File: config.mk
export PLATFORM = sky130hd
export DESIGN_NAME = sync_req_arbiter
export DESIGN_NICKNAME = d
export VERILOG_FILES = /design/src/rtl/sync_req_arbiter.sv
export SDC_FILE = /design/constraint.sdc
export NUM_CORES = 1
export LEC_CHECK = 0
export ABC_AREA = 0
export CAP_MARGIN = 20
export CORE_MARGIN = 2
export CORE_UTILIZATION = 55
export DETAILED_ROUTE_END_ITERATION = 7
export PLACE_DENSITY = 0.78
export SYNTH_ARGS = -nofsm -noshare
export SYNTH_HDL_FRONTEND = slang
export SYNTH_SLANG_ARGS = --single-unit
File: constraint.sdc
create_clock -name clock_i -period 2.3 [get_ports clock_i]
set_input_delay 0.345 -clock clock_i [delete_from_list [all_inputs] [get_ports clock_i]]
set_output_delay 0.345 -clock clock_i [all_outputs]
set_load 0.01 [all_outputs]
File: src/rtl/sync_req_arbiter.sv
// Round-robin arbiter for toggle-handshake requests from foreign clock domains.
// Requests are double-flop synchronized; completion returns to the requester as an ack toggle.
module sync_req_arbiter #(
  parameter int unsigned NUM_REQ        = 3,
  parameter int unsigned TIMEOUT_CYCLES = 255
) (
  input  logic               clock_i,
  input  logic               reset_n_i,
  input  logic [NUM_REQ-1:0] req_toggle_i,
  output logic [NUM_REQ-1:0] ack_toggle_o,
  output logic [NUM_REQ-1:0] grant_o,
  output logic               start_o,
  input  logic               done_i,
  output logic               busy_o,
  output logic               timeout_o
);

  localparam int unsigned IdxW = $clog2(NUM_REQ);
  localparam int unsigned CntW = (TIMEOUT_CYCLES == 0) ? 1 : $clog2(TIMEOUT_CYCLES + 1);
  localparam logic [CntW-1:0] CntLast =
      (TIMEOUT_CYCLES == 0) ? '0 : CntW'(TIMEOUT_CYCLES - 1);
  localparam logic [CntW-1:0] CntMax   = '1;
  localparam logic [IdxW-1:0] LastInit = IdxW'(NUM_REQ - 1);

  typedef enum logic [0:0] {StIdle, StWait} state_e;

  // Synchronizer flops; kept adjacent and free of logic between stages.
  (* async_reg = "true" *) logic [NUM_REQ-1:0] sync_q0_q;
  (* async_reg = "true" *) logic [NUM_REQ-1:0] sync_q1_q;

  state_e              state_q, state_d;
  logic [IdxW-1:0]     last_q, last_d;
  logic [IdxW-1:0]     win_q, win_d;
  logic [CntW-1:0]     cnt_q, cnt_d;
  logic [NUM_REQ-1:0]  ack_q, ack_d;
  logic [NUM_REQ-1:0]  grant_q, grant_d;
  logic                start_q, start_d;
  logic                busy_q, busy_d;
  logic                timeout_q, timeout_d;

  logic [NUM_REQ-1:0]  pending;
  logic                sel_valid;
  logic [IdxW-1:0]     sel_idx;
  logic [IdxW-1:0]     cand;
  logic                to_hit;

  always_ff @(posedge clock_i or negedge reset_n_i) begin
    if (!reset_n_i) begin
      sync_q0_q <= '0;
      sync_q1_q <= '0;
    end else begin
      sync_q0_q <= req_toggle_i;
      sync_q1_q <= sync_q0_q;
    end
  end

  assign pending = sync_q1_q ^ ack_q;

  // Search starts just after the last winner, wrapping modulo NUM_REQ.
  always_comb begin
    sel_valid = 1'b0;
    sel_idx   = '0;
    cand      = '0;
    for (int unsigned off = 1; off <= NUM_REQ; off++) begin
      cand = IdxW'((32'(last_q) + off) % NUM_REQ);
      if (!sel_valid && pending[cand]) begin
        sel_valid = 1'b1;
        sel_idx   = cand;
      end
    end
  end

  assign to_hit = (TIMEOUT_CYCLES != 0) && (cnt_q == CntLast);

  always_comb begin
    state_d   = state_q;
    last_d    = last_q;
    win_d     = win_q;
    cnt_d     = cnt_q;
    ack_d     = ack_q;
    grant_d   = grant_q;
    start_d   = 1'b0;
    busy_d    = busy_q;
    timeout_d = 1'b0;

    unique case (state_q)
      StIdle: begin
        grant_d = '0;
        busy_d  = 1'b0;
        if (sel_valid) begin
          grant_d          = '0;
          grant_d[sel_idx] = 1'b1;
          win_d            = sel_idx;
          start_d          = 1'b1;
          busy_d           = 1'b1;
          cnt_d            = '0;
          state_d          = StWait;
        end
      end
      StWait: begin
        // done_i takes priority over a simultaneous timeout.
        if (done_i || to_hit) begin
          ack_d[win_q] = ~ack_q[win_q];
          last_d       = win_q;
          grant_d      = '0;
          busy_d       = 1'b0;
          timeout_d    = ~done_i;
          state_d      = StIdle;
        end else if (cnt_q != CntMax) begin
          cnt_d = cnt_q + CntW'(1);
        end
      end
      default: state_d = StIdle;
    endcase
  end

  always_ff @(posedge clock_i or negedge reset_n_i) begin
    if (!reset_n_i) begin
      state_q   <= StIdle;
      last_q    <= LastInit;
      win_q     <= '0;
      cnt_q     <= '0;
      ack_q     <= '0;
      grant_q   <= '0;
      start_q   <= 1'b0;
      busy_q    <= 1'b0;
      timeout_q <= 1'b0;
    end else begin
      state_q   <= state_d;
      last_q    <= last_d;
      win_q     <= win_d;
      cnt_q     <= cnt_d;
      ack_q     <= ack_d;
      grant_q   <= grant_d;
      start_q   <= start_d;
      busy_q    <= busy_d;
      timeout_q <= timeout_d;
    end
  end

  assign ack_toggle_o = ack_q;
  assign grant_o      = grant_q;
  assign start_o      = start_q;
  assign busy_o       = busy_q;
  assign timeout_o    = timeout_q;

endmodule
==> impl_results.md, run 1 <==
- Share of layout cells above drive strength 1: around 9%
- Cells after synthesis: 139
- Final period utilization: slightly above 90%
- Initial antenna violation count: 0
- Final core occ: about two thirds
- Initial Util: 57.5%
- DR pass1 iterations: 4
- Number of port buffers: 14
- Clk root buf: clkbuf_4
- Final hold vios: 0
- TritonCTS Buffers: 3
- CTS Hold Buffers Added: 0
- Fin. max-slew vios: 0
- Setup TNS: 0 ns
- Place WS: around 0.25 ns
- Yosys cell types: 39
- FP Rows: 18
- Max-Cap Viols: 0
- Syn. warnings: 0
- Avg Cell Area, Syn: between 10 and 15 um^2
- Startpoint types: flip-flop
- GP Congestion: ~0.79
- CP Class: flip-flop to flip-flop
- Wire per inst: 15.0 um
- Maximum fanout along the worst path: 11
- Clk Latency, worst-skew pair: about 0.32 ns
- Arr. time, crit path: around 2.3 ns
- Total congestion overflow: 0
- Via-to-Cell Ratio: slightly below 6
- Hold WS: 0.369 ns
- Post-CTS Repair Setup Buffers: 0
- Final ANT Viol Nets: 0
- CORE AREA: between 2000 and 2500 um^2
- # IOs: 15
- Netlist Area Pre-Place: 1430 um^2
- DP HPWL: between 2 and 2.5 mm
- Largest net degree at the start of global routing: 29
- Unrepaired setup endpoints after global routing: false
- Die Y: around 55 um
- Synth-to-Final Area Change: 14.7%
- Worst hold path class: primary input to asynchronous set/reset pin
- Status: complete, no violations
- Vias in the first global route: around 1000
- Drt drc: 0
- Max Buffers Root-to-Sink: 2
- Worst EP required: 2.52 ns
- Worst Reg2Reg Path Length in Cells: 7
- Final net count: around 170
- CTS HTree Levels: 1
- Setup violations, final: 0
- Drt total wl: between 2 and 3 mm
- Synth area leader: dfrtp_1
- Area contributors post-synth: dfrtp_1 47%, ha_1 4.4%, xor2_1 3.7%
- Clock edge transition at the registers on the reported setup and hold paths: about 0.14 ns
- Die Wd: 54.9 um
- Diode count: 0
- Cells after DPL: between 150 and 200
- Worst R2R Setup Slack: just under 0.2 ns
- Power density cells: 1300 nW/um^2
- Full die area: ~3000 um^2
- Register bit total from synthesis: 28
- CTS tree: built
- Fin crit period: roughly 2.1 ns
- Seq/Total Area, Yosys: 49.3%
- CP endpoint kind: flip-flop
- Post-synth top area share: between 40% and 50%
- Final Non-Filler Cells: around 180
- Fill cells: 216
- Via Count: approximately 1100
- Iteration-0 DRC Markers: 40
- Skew final: 0.00365 ns
- Mapped Nets: 150
- Fmax: between 400 and 500 MHz
- Peak VDD IR: 0.876 mV
- Post-CTS Resized: 0
- Global-route wire length before repair: between 4 and 5 mm
- Total GRT Usage: a little over a fifth
- Leak: slightly above 0.7 nW
- Sink Count: 28
- Final worst slack: ~0.20 ns
- Slew @ Worst Pin: between 0.4 and 0.5 ns
- Relative slew slack: a little under three quarters
-- synth_stat cells (all sizes together) --
master / count
a21o: 1
nor3: 6
ha: 5
o22ai: 5
mux2i: 2
a211o: 1
a22oi: 1
a32o: 1
inv: 11
o32ai: 1
clkbuf: 1
o31ai: 1
or3: 1
xnor2: 6
o21ai: 10
a2111oi: 1
or2: 1
a211oi: 2
dfrtp: 27
o311ai: 1
a21oi: 6
nand3: 4
dfstp: 1
nor2: 13
xor2: 6
nor4: 1
a22o: 2
nand2b: 2
buf: 3
nand4: 2
a31o: 1
nand2: 13
-- sequential cells by signal, summed over array words and instances, names as in the netlist --
| signal | cells |
|---|---|
| ack_toggle_o | 3 |
| win_q | 2 |
| grant_o | 3 |
| last_q | 2 |
| busy_o | 1 |
| sync_q0_q | 3 |
| state_q | 1 |
| sync_q1_q | 3 |
| start_o | 1 |
| cnt_q | 8 |
| timeout_o | 1 |
-- through the flow --
| stage | instance area [um^2] | total power [mW] |
|---|---|---|
| 2_1_floorplan | 1430 | 1.53 |
| 3_3_place_gp | 1580 | 1.75 |
| 3_5_place_dp | 1580 | 1.81 |
| 4_1_cts | 1630 | 2.14 |
| 5_1_grt | 1630 | 2.29 |
| 6_report | 1630 | 2.13 |
-- cell usage in the layout, fill, tap and decap left out, types with 2 or more instances in the layout --
cell type and count:
a211oi_1 2, a21oi_1 6, a22o_1 2, clkbuf_4 3
clkdlybuf4s50_1 14, dfrtp_1 27, ha_1 5, inv_1 10
mux2i_1 2, nand2_1 13, nand2b_1 2, nand3_1 4
nor2_1 13, nor3_1 5, o21ai_0 8, o21ai_1 2
o22ai_1 4, xnor2_1 5, xor2_1 6
-- routing by layer --
layer | track usage [%] | part of all wire [%]
met3 | 3.49 | 3.1
met5 | 0 | 0
met1 | 26.1 | 41
met2 | 40.1 | 55
met4 | 7.72 | 1.5
-- power by group --
group	leakage [nW]	switching, mW	internal (mW)
combinational	0.337	0.610	0.452
clock	0.0279	0.135	0.176
sequential	0.352	0.133	0.627
-- worst max-delay path, stage by stage, from the launching register on --
cell     delay, ns
dfstp_2       0.57
ha_1          0.34
nand2_1       0.15
a22o_1        0.27
o22ai_2       0.18
a31o_4        0.22
inv_4         0.08
a22o_1        0.20
-- path summary, 6_finish.rpt --
kind | from | end
worst max register to register | last_q[1]$_DFFE_PN1P_ | grant_o[2]$_DFFE_PN0P_
min in group clock_i | sync_q0_q[1]$_DFF_PN0_ | sync_q1_q[1]$_DFF_PN0_
worst max-delay path | last_q[1]$_DFFE_PN1P_ | grant_o[2]$_DFFE_PN0P_
max in group asynchronous | reset_n_i | last_q[1]$_DFFE_PN1P_
worst min register to register | sync_q0_q[1]$_DFF_PN0_ | sync_q1_q[1]$_DFF_PN0_
worst min-delay path | reset_n_i | sync_q0_q[0]$_DFF_PN0_
-- cells by family after synthesis --
family | Yosys count | synth area share (%)
buffers and inverters | 15 | 5.09
DFF | 28 | 49.3
muxes | 2 | 1.40
xor gates and xnor gates | 12 | 7.90
adders and majority gates | 5 | 4.39
and+or+nand+nor | 43 | 14.2
AOI/OAI and AO/OA | 34 | 17.7
-- cell type report --
cell class                 instances  area, um^2  share of cell area (%)
clock buffer                       3        22.5                    1.38
clock inverter                     1        30.0                    1.84
inverter                          11        43.8                    2.68
multi-input combinational         96         651                    39.8
sequential                        28         702                    43.0
tap                               30        37.5                    2.30
timing repair buffer              15         148                    9.04
No activity file was read; power rests on OpenSTA's default activity.
==> run 2: changes to the inputs <==
==> constraint.sdc (replaced) <==
create_clock -name clock_i -period 2.5 [get_ports clock_i]
set_input_delay 0.5 -clock clock_i [delete_from_list [all_inputs] [get_ports clock_i]]
set_output_delay 0.5 -clock clock_i [all_outputs]
set_load 0.01 [all_outputs]
==> run 2 against run 1 <==
Critical path depth did not move. Maximum frequency is 2.1% higher. Setup slack improved by 0.24 ns. Final cell count did not move. Largest cell class unchanged.
==> impl_results.md, run 2 (synthesis gave the netlist of run 1 again) <==
- Final period utilization: 82.3% (-9.1 points)
- Relative slew slack: 69.8% (-1.1 points)
- Setup TNS: 0 ns (unchanged)
- Drt drc: 0 (unchanged)
- Max FFs per register: 8 (unchanged)
- Full die area: 3010 um^2 (unchanged)
- Power density cells: 1200 nW/um^2 (-8.2%)
- Total GRT Usage: 21.1% (-0.92 points)
- Reg with most FFs: cnt_q
- GP Congestion: 0.779 (-1.3%)
- Wire per inst: 14.6 um (-2.7%)
- Via Count: 1038 (-4.2%)
- Total congestion overflow: 0 (unchanged)
- Maximum fanout along the worst path: 11 (unchanged)
- TritonCTS Buffers: 3 (unchanged)
- Die Y: 54.9 um (unchanged)
- Clk root buf: clkbuf_4
- Post-CTS Repair Setup Buffers: 0 (unchanged)
- Fin. max-slew vios: 0 (unchanged)
- Fin crit period: 2.06 ns (-0.0438 ns)
- Max Buffers Root-to-Sink: 2 (unchanged)
- Fill cells: 196 (-9.3%)
- Hold Path Stages: 0
- Number of port buffers: 14 (unchanged)
- Status: complete, no violations
- Clk Latency, worst-skew pair: 0.32 ns (about the same)
- Worst EP required: 2.73 ns (+0.21 ns)
- Startpoint types: flip-flop
- Post-CTS Resized: 0 (unchanged)
- FP Rows: 18 (unchanged)
- Worst Reg2Reg Path Length in Cells: 7 (unchanged)
- Psw: 0.804 mW (-8.4%)
- Arr. time, crit path: 2.29 ns (-0.03 ns)
- CP Class: flip-flop to flip-flop
- CP endpoint kind: flip-flop
- Worst hold path class: flip-flop to flip-flop
- Total area of sequential cells: 702 um^2 (unchanged)
- Reg2reg start: last_q[1]$_DFFE_PN1P_
- Flop pwr share: 36.0% (+0.4 points)
- Hold endpoint: sync_q1_q[2]$_DFF_PN0_
- CTS HTree Levels: 1 (unchanged)
- Iteration-0 DRC Markers: 27 (-33%)
- Pint: 1.15 mW (-8.0%)
- Die Wd: 54.9 um (unchanged)
- CORE AREA: 2480 um^2 (unchanged)
- DP HPWL: 1.98 mm (-3.3%)
- Diode count: 0 (unchanged)
- Vias in the first global route: 1050 (+1.5%)
- Share of layout cells above drive strength 1: 9.09% (unchanged)
- Skew final: 0.00421 ns (+0.000567 ns)
- Total power: 1.96 mW (-8.2%)
- Unrepaired setup endpoints after global routing: false
- Clock edge transition at the registers on the reported setup and hold paths: 0.15 ns (about the same)
- CTS Hold Buffers Added: 0 (unchanged)
- Drt total wl: 2.69 mm (-2.7%)
- Slew @ Worst Pin: 0.451 ns (+0.0179 ns)
- Fmax: 486 MHz (+2.1%)
- Commonest non-fill, non-tap cell in the layout: dfrtp_1
- Sink Count: 28 (unchanged)
- Global-route wire length before repair: 4.46 mm (-3.0%)
- Worst R2R Setup Slack: 0.44 ns (+0.24 ns)
- Max-Cap Viols: 0 (unchanged)
- Fraction of power spent switching nets: 41.0% (-0.093 points)
- CTS tree: built
- Final hold vios: 0 (unchanged)
- Clk network pwr share: 14.9% (+0.3 points)
- Final net count: 166 (unchanged)
- # IOs: 15 (unchanged)
- Largest net degree at the start of global routing: 29 (unchanged)
- Synth-to-Final Area Change: 14.7% (unchanged)
- DR pass1 iterations: 4 (unchanged)
- Setup violations, final: 0 (unchanged)
- Initial Util: 57.5% (unchanged)
- Initial antenna violation count: 0 (unchanged)
- Worst r2r dst: grant_o[2]$_DFFE_PN0P_
- Peak VDD IR: 0.699 mV (-20%)
- Via-to-Cell Ratio: 5.64 (-4.2%)
- HP Start: sync_q0_q[2]$_DFF_PN0_
- Final ANT Viol Nets: 0 (unchanged)
- Multi-input gate area: 651 um^2 (unchanged)
- Commonest cells after routing, fill and taps aside: 27 x dfrtp_1, 14 x clkdlybuf4s50_1, 13 x nand2_1, 13 x nor2_1, 10 x inv_1
- Comb pwr share: 49.1% (-0.7 points)
- Leak: 0.717 nW (unchanged)
## run 2: cell counts in the layout (fill, tap and decap cells not counted)
No cell type changed its count.
## run 2: how the worst max path moves through the flow
stage,from,to,slack (ns)
global placement,last_q[1]$_DFFE_PN1P_,grant_o[2]$_DFFE_PN0P_,0.59
detailed placement,last_q[1]$_DFFE_PN1P_,grant_o[2]$_DFFE_PN0P_,0.48
finish,last_q[1]$_DFFE_PN1P_,grant_o[2]$_DFFE_PN0P_,0.44
floorplan,last_q[1]$_DFFE_PN1P_,win_q[0]$_DFFE_PN0P_,0.67
CTS,last_q[1]$_DFFE_PN1P_,grant_o[2]$_DFFE_PN0P_,0.45
global route,last_q[1]$_DFFE_PN1P_,grant_o[2]$_DFFE_PN0P_,0.26
## run 2: layout make-up
class                      instances  share of cell area [%]
clock buffer                       3                    1.38
timing repair buffer              15                    9.04
tap                               30                    2.30
inverter                          11                    2.68
sequential                        28                    43.0
multi-input combinational         96                    39.8
clock inverter                     1                    1.84
## run 2: metal layers
metal / GRT usage [%] / wire length, um / up-vias
met2: 39.1 / 1420 / 14
met1: 24.3 / 1220 / 509
li1: - / - / 515
met4: 7.32 / 0 / 0
met5: 0 / 0 / -
met3: 3.49 / 47 / 0
## run 2: critical path, stage by stage, from the launching register on
cell     delay, ns
dfstp_2       0.57
ha_1          0.34
nand2_1       0.13
a22o_1        0.24
o22ai_2       0.19
a31o_4        0.22
inv_4         0.07
a22o_1        0.20
## run 2: stage by stage
step / utilization, % / hold WS (ns) / setup slack (ns) / area [um^2] / instances
2_1_floorplan: - / 0.204 / 0.670 / 1430 / 139
3_3_place_gp: 63.8 / 0.333 / 0.587 / 1580 / 180
3_5_place_dp: 63.8 / 0.336 / 0.485 / 1580 / 180
4_1_cts: 66.0 / 0.369 / 0.451 / 1630 / 184
5_1_grt: 66.0 / 0.378 / 0.257 / 1630 / 184
6_report: 66.0 / 0.368 / 0.443 / 1630 / 184
## run 2: power groups by stage
stage	combinational [mW]	clock, mW	sequential (mW)
floorplan	0.691	0	0.716
global placement	0.910	0	0.708
detailed placement	0.948	0	0.712
CTS	0.962	0.300	0.704
global route	1.06	0.317	0.722
finish	0.962	0.291	0.705
